--- src/rtl/ir_prefetch_queue.sv ---
// ir_prefetch_queue: instruction prefetch FIFO feeding a current-instruction register with operand bus drive
module ir_prefetch_queue #(
  parameter int DATA_W = 8,
  parameter int OPC_W  = 4,
  parameter int DEPTH  = 4
) (
  input  logic                       clk,
  input  logic                       reset,
  input  logic                       flush,
  input  logic                       li,
  input  logic [DATA_W-1:0]          bus_in,
  input  logic                       next,
  input  logic                       ei,
  output logic [DATA_W-1:0]          bus_out,
  output logic                       bus_oe,
  output logic [OPC_W-1:0]           opcode,
  output logic                       ir_valid,
  output logic [$clog2(DEPTH+1)-1:0] count,
  output logic                       full,
  output logic                       overflow
);
  localparam int CW = $clog2(DEPTH+1);
  localparam int AW = $clog2(DEPTH);
  localparam logic [CW-1:0] DEPTH_C = CW'(DEPTH);
  logic [DATA_W-1:0] mem [DEPTH];
  logic [AW-1:0] rd_ptr, wr_ptr;
  logic [DATA_W-1:0] ir;
  logic fill, pop, bypass, push, push_ok;
  // IR refill source selection and FIFO push acceptance; a pop frees a slot for a same-cycle push
  always_comb begin
    fill    = next | ~ir_valid;
    pop     = fill & (count != '0);
    bypass  = fill & (count == '0) & li;
    push    = li & ~bypass;
    push_ok = push & ((count < DEPTH_C) | pop);
  end
  // FIFO storage; contents need no reset because count gates every read
  always_ff @(posedge clk)
    if (!reset && !flush && push_ok) mem[wr_ptr] <= bus_in;
  // pointers, occupancy, IR and sticky overflow; reset beats flush beats normal operation
  always_ff @(posedge clk)
    if (reset || flush) begin
      rd_ptr   <= '0;
      wr_ptr   <= '0;
      count    <= '0;
      ir       <= '0;
      ir_valid <= 1'b0;
      overflow <= 1'b0;
    end else begin
      if (pop) rd_ptr <= rd_ptr + AW'(1);
      if (push_ok) wr_ptr <= wr_ptr + AW'(1);
      count <= count + CW'(push_ok) - CW'(pop);
      if (fill) begin
        ir       <= pop ? mem[rd_ptr] : bypass ? bus_in : '0;
        ir_valid <= pop | bypass;
      end
      if (push && !push_ok) overflow <= 1'b1;
    end
  assign opcode  = ir[DATA_W-1 -: OPC_W];
  assign full    = count == DEPTH_C;
  assign bus_oe  = ei & ir_valid;
  assign bus_out = bus_oe ? {{OPC_W{1'b0}}, ir[DATA_W-OPC_W-1:0]} : '0;
endmodule

--- config.mk ---
export PLATFORM = sky130hd
export DESIGN_NAME = ir_prefetch_queue
export DESIGN_NICKNAME = d
export VERILOG_FILES = /design/src/rtl/ir_prefetch_queue.sv
export SDC_FILE = /design/constraint.sdc
export NUM_CORES = 1
export LEC_CHECK = 0
export CORE_UTILIZATION = 50
export CTS_BUF_LIST = sky130_fd_sc_hd__clkbuf_8
export CTS_CLUSTER_SIZE = 8
export DETAILED_ROUTE_END_ITERATION = 16
export PLACE_DENSITY = 0.78
export SLEW_MARGIN = 10
export SYNTH_ARGS = -nofsm -noshare
export SYNTH_HDL_FRONTEND = slang
export SYNTH_SLANG_ARGS = --single-unit
--- constraint.sdc ---
create_clock -name clk -period 2.4 [get_ports clk]
set_clock_uncertainty 0.15 [all_clocks]
set_input_delay 0.24 -clock clk [delete_from_list [all_inputs] [get_ports clk]]
set_output_delay 0.24 -clock clk [all_outputs]
set_load 0.02 [all_outputs]
After elaboration in Yosys (flattened, before gate mapping)

Memories as Yosys holds them, arrays and structs flattened. A register that Yosys moved wholly into a read port is not among the register bits.
Index checks and enable logic that the tools add are counted.

Register bits: 17
RAM bits: 32
Output and inout bits: 19
Word-level logic and storage cells: 40
Memories kept: 1

Memory list:

| name | words | width | rd ports | clocked after memory_dff | wr ports | RTL line | RTL |
|---|---|---|---|---|---|---|---|
| mem  | 4     | 8     | 1        | 1                        | 1        | 25       | `logic [DATA_W-1:0] mem [DEPTH];` |

Add/subtract/negate cells: 4
$lt $le $gt $ge: 1
Eq/ne operators: 1
Mux-type cells: 7
Bitwise gates (word level): 11
Reduce and logical (&&, ||, !) cells: 9

Operator list:

| cell                | number |
|---|---|
| $mux 8              | 2 |
| $and 1x1->1         | 6 |
| $add 2x1->2 const B | 2 |
| $mux 2              | 2 |
| $mux 4              | 1 |
| $add 3x1->3         | 1 |
| $eq 3x3->1 const B  | 1 |
| $logic_and 1x1->1   | 3 |
| $logic_not 1->1     | 3 |
| $logic_not 3->1     | 1 |
| $lt 3x3->1 const B  | 1 |
| $or 1x1->1          | 3 |
| $reduce_bool 3->1   | 1 |
| $sub 3x1->3         | 1 |
| $mux 1              | 2 |
| $not 1->1           | 2 |
| $logic_or 1x1->1    | 1 |

Longest topological paths before layout

Depth after elaboration: 10
Gate-level depth with buffers: 10
Gate-level depth less buffers: 10

Worst setup path after synthesis

Ideal clock, no wire load.

Path kind: flip-flop to flip-flop
Start: register ir_valid
End: register count[2]
Library setup time: 0.122 ns
Data arrival time: 2.339 ns
Path slack: -0.212 ns
Stages on the path, launching flop included: 11
Period minus slack after synthesis: 2.612 ns
Path through: dfxtp_1 > nor2b_1 > o211a_1 > inv_1 > ha_1 > inv_1 > ha_1 > fa_1 > xnor2_1 > xnor2_1 > nor2_1

Cells in the longest elaborated chain, start to end: 9
Elaborated cells between the ends (all ways): 11
Those cells by class: add/sub (2); bitwise (9)

Ends and longest elaborated chain:

| what                      | RTL line | RTL |
|---|---|---|
| start, declared           | 17       | `output logic ir_valid,` |
| start signal, assigned    | 55       | `ir_valid <= pop \| bypass;` |
| $not 1->1 (*)             | 31       | `fill = next \| ~ir_valid;` |
| $or 1x1->1 (*)            | 31       |  |
| $and 1x1->1 (2 in series) | 33       | `bypass = fill & (count == '0) & li;` |
| $not 1->1                 | 34       | `push = li & ~bypass;` |
| $and 1x1->1               | 34       |  |
| $and 1x1->1               | 35       | `push_ok = push & ((count < DEPTH_C) \| pop);` |
| $add 3x1->3               | 52       | `count <= count + CW'(push_ok) - CW'(pop);` |
| $sub 3x1->3 (*)           | 52       |  |
| end signal, assigned      | 52       |  |
| end, declared             | 18       | `output logic [$clog2(DEPTH+1)-1:0] count,` |

Every way passes the cells marked *; elsewhere a longest branch is shown, timed or not.
A chain may end at the register's enable or synchronous reset.

Worst setup path after layout

Start: register count[1]
End: register count[2]

Cells in the longest elaborated chain, start to end: 8
Elaborated cells between the ends (all ways): 12
Those cells by class: add/sub (2); order compare (1); bitwise (7); reduce/logical (2)

Ends and longest elaborated chain:

| what                      | RTL line |
|---|---|
| $logic_not 3->1           | 33 |
| $and 1x1->1 (2 in series) | 33 |
| $not 1->1                 | 34 |
| $and 1x1->1               | 34 |
| $and 1x1->1               | 35 |
| $add 3x1->3               | 52 |
| $sub 3x1->3 (*)           | 52 |

Marks and branches as above.

==> flow_summary.yaml <==
power_and_ir_drop:
  p_leak_uw: 0.000939
  peakVddDrop_mv: 0.568
  swShare_pct: 31.8
  powerDensity_nw_per_um2: 984
  seqPwrFrac_pct: 43.6
  power_switching_uw: 817
  pwr-share-clk_pct: 19.4
  p_total_uw: 2570
  p_int_uw: 1750
  combPwrFrac_pct: 37.0
routing:
  wl_per_cell_um: 17.6
  via_per_inst: 5.66
  via_count: 1308
  routed_wl_um: 4080
  drt-pass1-iter-count: 4
  drc: 0
  ant_nets: 0
  first_iter_violations: 124
setup_path:
  critPathLaunchType: "flip-flop"
  path_max_fanout: 3
  cp_slowest_stage_delay_ns: 0.38
  worst-setup-path-type: "flip-flop to flip-flop"
  crit_chain: "or3_4 -> o211a_1 -> inv_1 -> ha_1 -> inv_1 -> ha_2 -> fa_2 -> xnor2_2 -> xnor2_1 -> nor2_1"
  crit_top_cell: "inv_1"
  endpoint_kind: "flip-flop"
  crit_slowest_cell: "or3_4"
  worstPathArrival_ns: 2.34
  required_ns: 2.44
timing:
  drv_slew: 0
  fmax_mhz: 436
  final_hold_viol_count: 0
  period_needed_ns: 2.29
  finalSetupViolCount: 0
  min_period_over_period_pct: 95.5
  hold_ws_ns: 0.344
  grt_setup_unrepaired: "true"
  finalWorstSetupSlack_ns: 0.108
cts:
  tritoncts: "built"
  cts_max_level: 2
  clock_path_buffers: 2
  cts_root_buffer: "clkbuf_8"
  clock_latency_ns: 0.30
  cts_buffers: 5
  cts_setup_buffers: 0
  clk_pin_slew_ns: 0.09
  cts_sinks: 51
layout:
  drive_gt1_share_pct: 19.3
  stdcell_count: 231
  layout.cells.most_common_list: "edfxtp_1 (32), clkdlybuf4s50_1 (28), dfxtp_1 (15)"
  final_common_cell: "edfxtp_1"
  diodes: 0
  nets: 201
  stdcell_area_um2: 2610
  syn2layout_area_growth_pct: 21.3
placement:
  gp_congestion: 0.746
  dp_cells: 223
  dp_hpwl_um: 2920
  post-place-ws_ns: -0.245
  dpl_cell_area_um2: 2490
  port_buffers: 28
floorplan:
  start_util_pct: 53.0
  die_w_um: 67.6
  coreArea_um2: 4060
  die_height_um: 67.6
  rows: 23
  boundaryPins: 33
  die_area_um2: 4570
yosys:
  ys_seq_area_share_pct: 62.4
  synthDominantCellAreaShare_pct: 44.7
  postSynthCellCount: 148
  synth.distinct_cells: 33
  syn_area_per_cell_um2: 14.5
  ys_ff_latch: 51
  yosys_warnings: 0
  synth_top_cell_by_area: "edfxtp_1"
  syn_area_um2: 2150
  yosys-top-cells-area: "edfxtp_1 (45%), dfxtp_1 (18%), mux4_2 (8.4%)"
global_route:
  grt_start_max_net_pins: 20
  grt_pass1_wl_um: 6560
  grt_pass1_vias: 1312
  antenna_found_initial: 0
  grt_usage_pct: 20.5
  gr-total-overflow: 0
outcome:
  outcome: "finished, final reports clean"
worst_hold_path:
  hp-class: "flip-flop to flip-flop"
job:
  maxCapViolCount: 0
==> cells by family (layout without fill, tap and decap cells) <==
family / Yosys count / after routing / synth area share, %
buf+inv: 22 / 52 / 5.64
fa+ha+maj: 7 / 7 / 4.42
simple gates: 40 / 40 / 11.5
flops: 51 / 51 / 62.4
xor+xnor: 2 / 2 / 0.815
other cells: 1 / 4 / 0.174
mux: 10 / 10 / 9.31
compound gates: 15 / 15 / 5.76
==> final timing paths <==
| check | start | depth (start not counted) | endpoint | slack (ns) |
|---|---|---|---|---|
| min | overflow$_SDFFE_PP0P_ | 2 | overflow$_SDFFE_PP0P_ | 0.34 |
| min reg2reg | overflow$_SDFFE_PP0P_ | 2 | overflow$_SDFFE_PP0P_ | 0.34 |
| max reg2reg | count[1]$_SDFF_PP0_ | 10 | count[2]$_SDFF_PP0_ | 0.11 |
| max | count[1]$_SDFF_PP0_ | 10 | count[2]$_SDFF_PP0_ | 0.11 |
==> critical path, delay by kind of cell (launching register included) <==
kind,cells,cell delay [ns]
DFF,1,0.34
buffers and inverters,2,0.10
and+or+nand+nor,2,0.44
adders and majority gates,3,0.62
AOI/OAI and AO/OA,1,0.23
xor gates and xnor gates,2,0.29
==> per-layer routing <==
layer / track usage (%) / share of wire (%)
met1: 26.6 / 43
met2: 33.0 / 51
met3: 4.05 / 4.0
met4: 8.78 / 2.1
met5: 0 / 0
==> through the flow <==
stage / util, % / setup TNS [ns]
floorplan: - / 0
global placement: 61.3 / -0.138
detailed placement: 61.3 / -0.295
CTS: 63.9 / 0
global route: 64.3 / -0.0277
finish: 64.3 / 0
==> power by group through the flow <==
stage               Sequential (µW)  Combinational, µW  Clock [µW]
finish                         1120                949         499
detailed placement             1120                889           0
CTS                            1110                905         504
global route                   1130               1060         538
global placement               1110                836           0
floorplan                      1130                568           0
==> layout make-up <==
type	instances	area, µm²
multi-input cells	78	729
flip-flops and latches	51	1350
well taps	50	62.6
repair buffers	37	348
clock inverters	2	11.3
clock buffers	6	82.6
inverters	7	26.3
fillers	296	1450
==> cell usage after synthesis <==
cell,count
edfxtp_1,32
dfxtp_1,19
and4_1,9
a221o_1,8
and3_1,8
buf_4,8
mux4_2,8
inv_1,7
ha_1,6
nor2_1,6
clkbuf_1,5
nand2_1,4
a21oi_1,3
and2_1,3
mux2i_1,2
nor3_1,2
xnor2_1,2
a31oi_1,1
buf_6,1
clkbuf_2,1
conb_1,1
fa_1,1
nand2b_1,1
nand3_1,1
nand3b_1,1
nor2b_1,1
nor3b_1,1
o211a_1,1
o21ai_0,1
o31ai_1,1
or2_2,1
or3_1,1
or4_1,1
==> sequential cells by signal (all words and copies together) (netlist names), named ones only <==
name	cells
mem	32
ir	8
count	3
rd_ptr	2
wr_ptr	2
ir_valid	1
overflow	1
==> what timing repair did <==
item / in CTS / in global routing
setup endpoints to repair: 1 / 1
pin swaps: 2 / 2
resized for setup: 4 / 4
hold buffers: 0 / 0
Note: power is estimated with default switching activity, not from simulation.
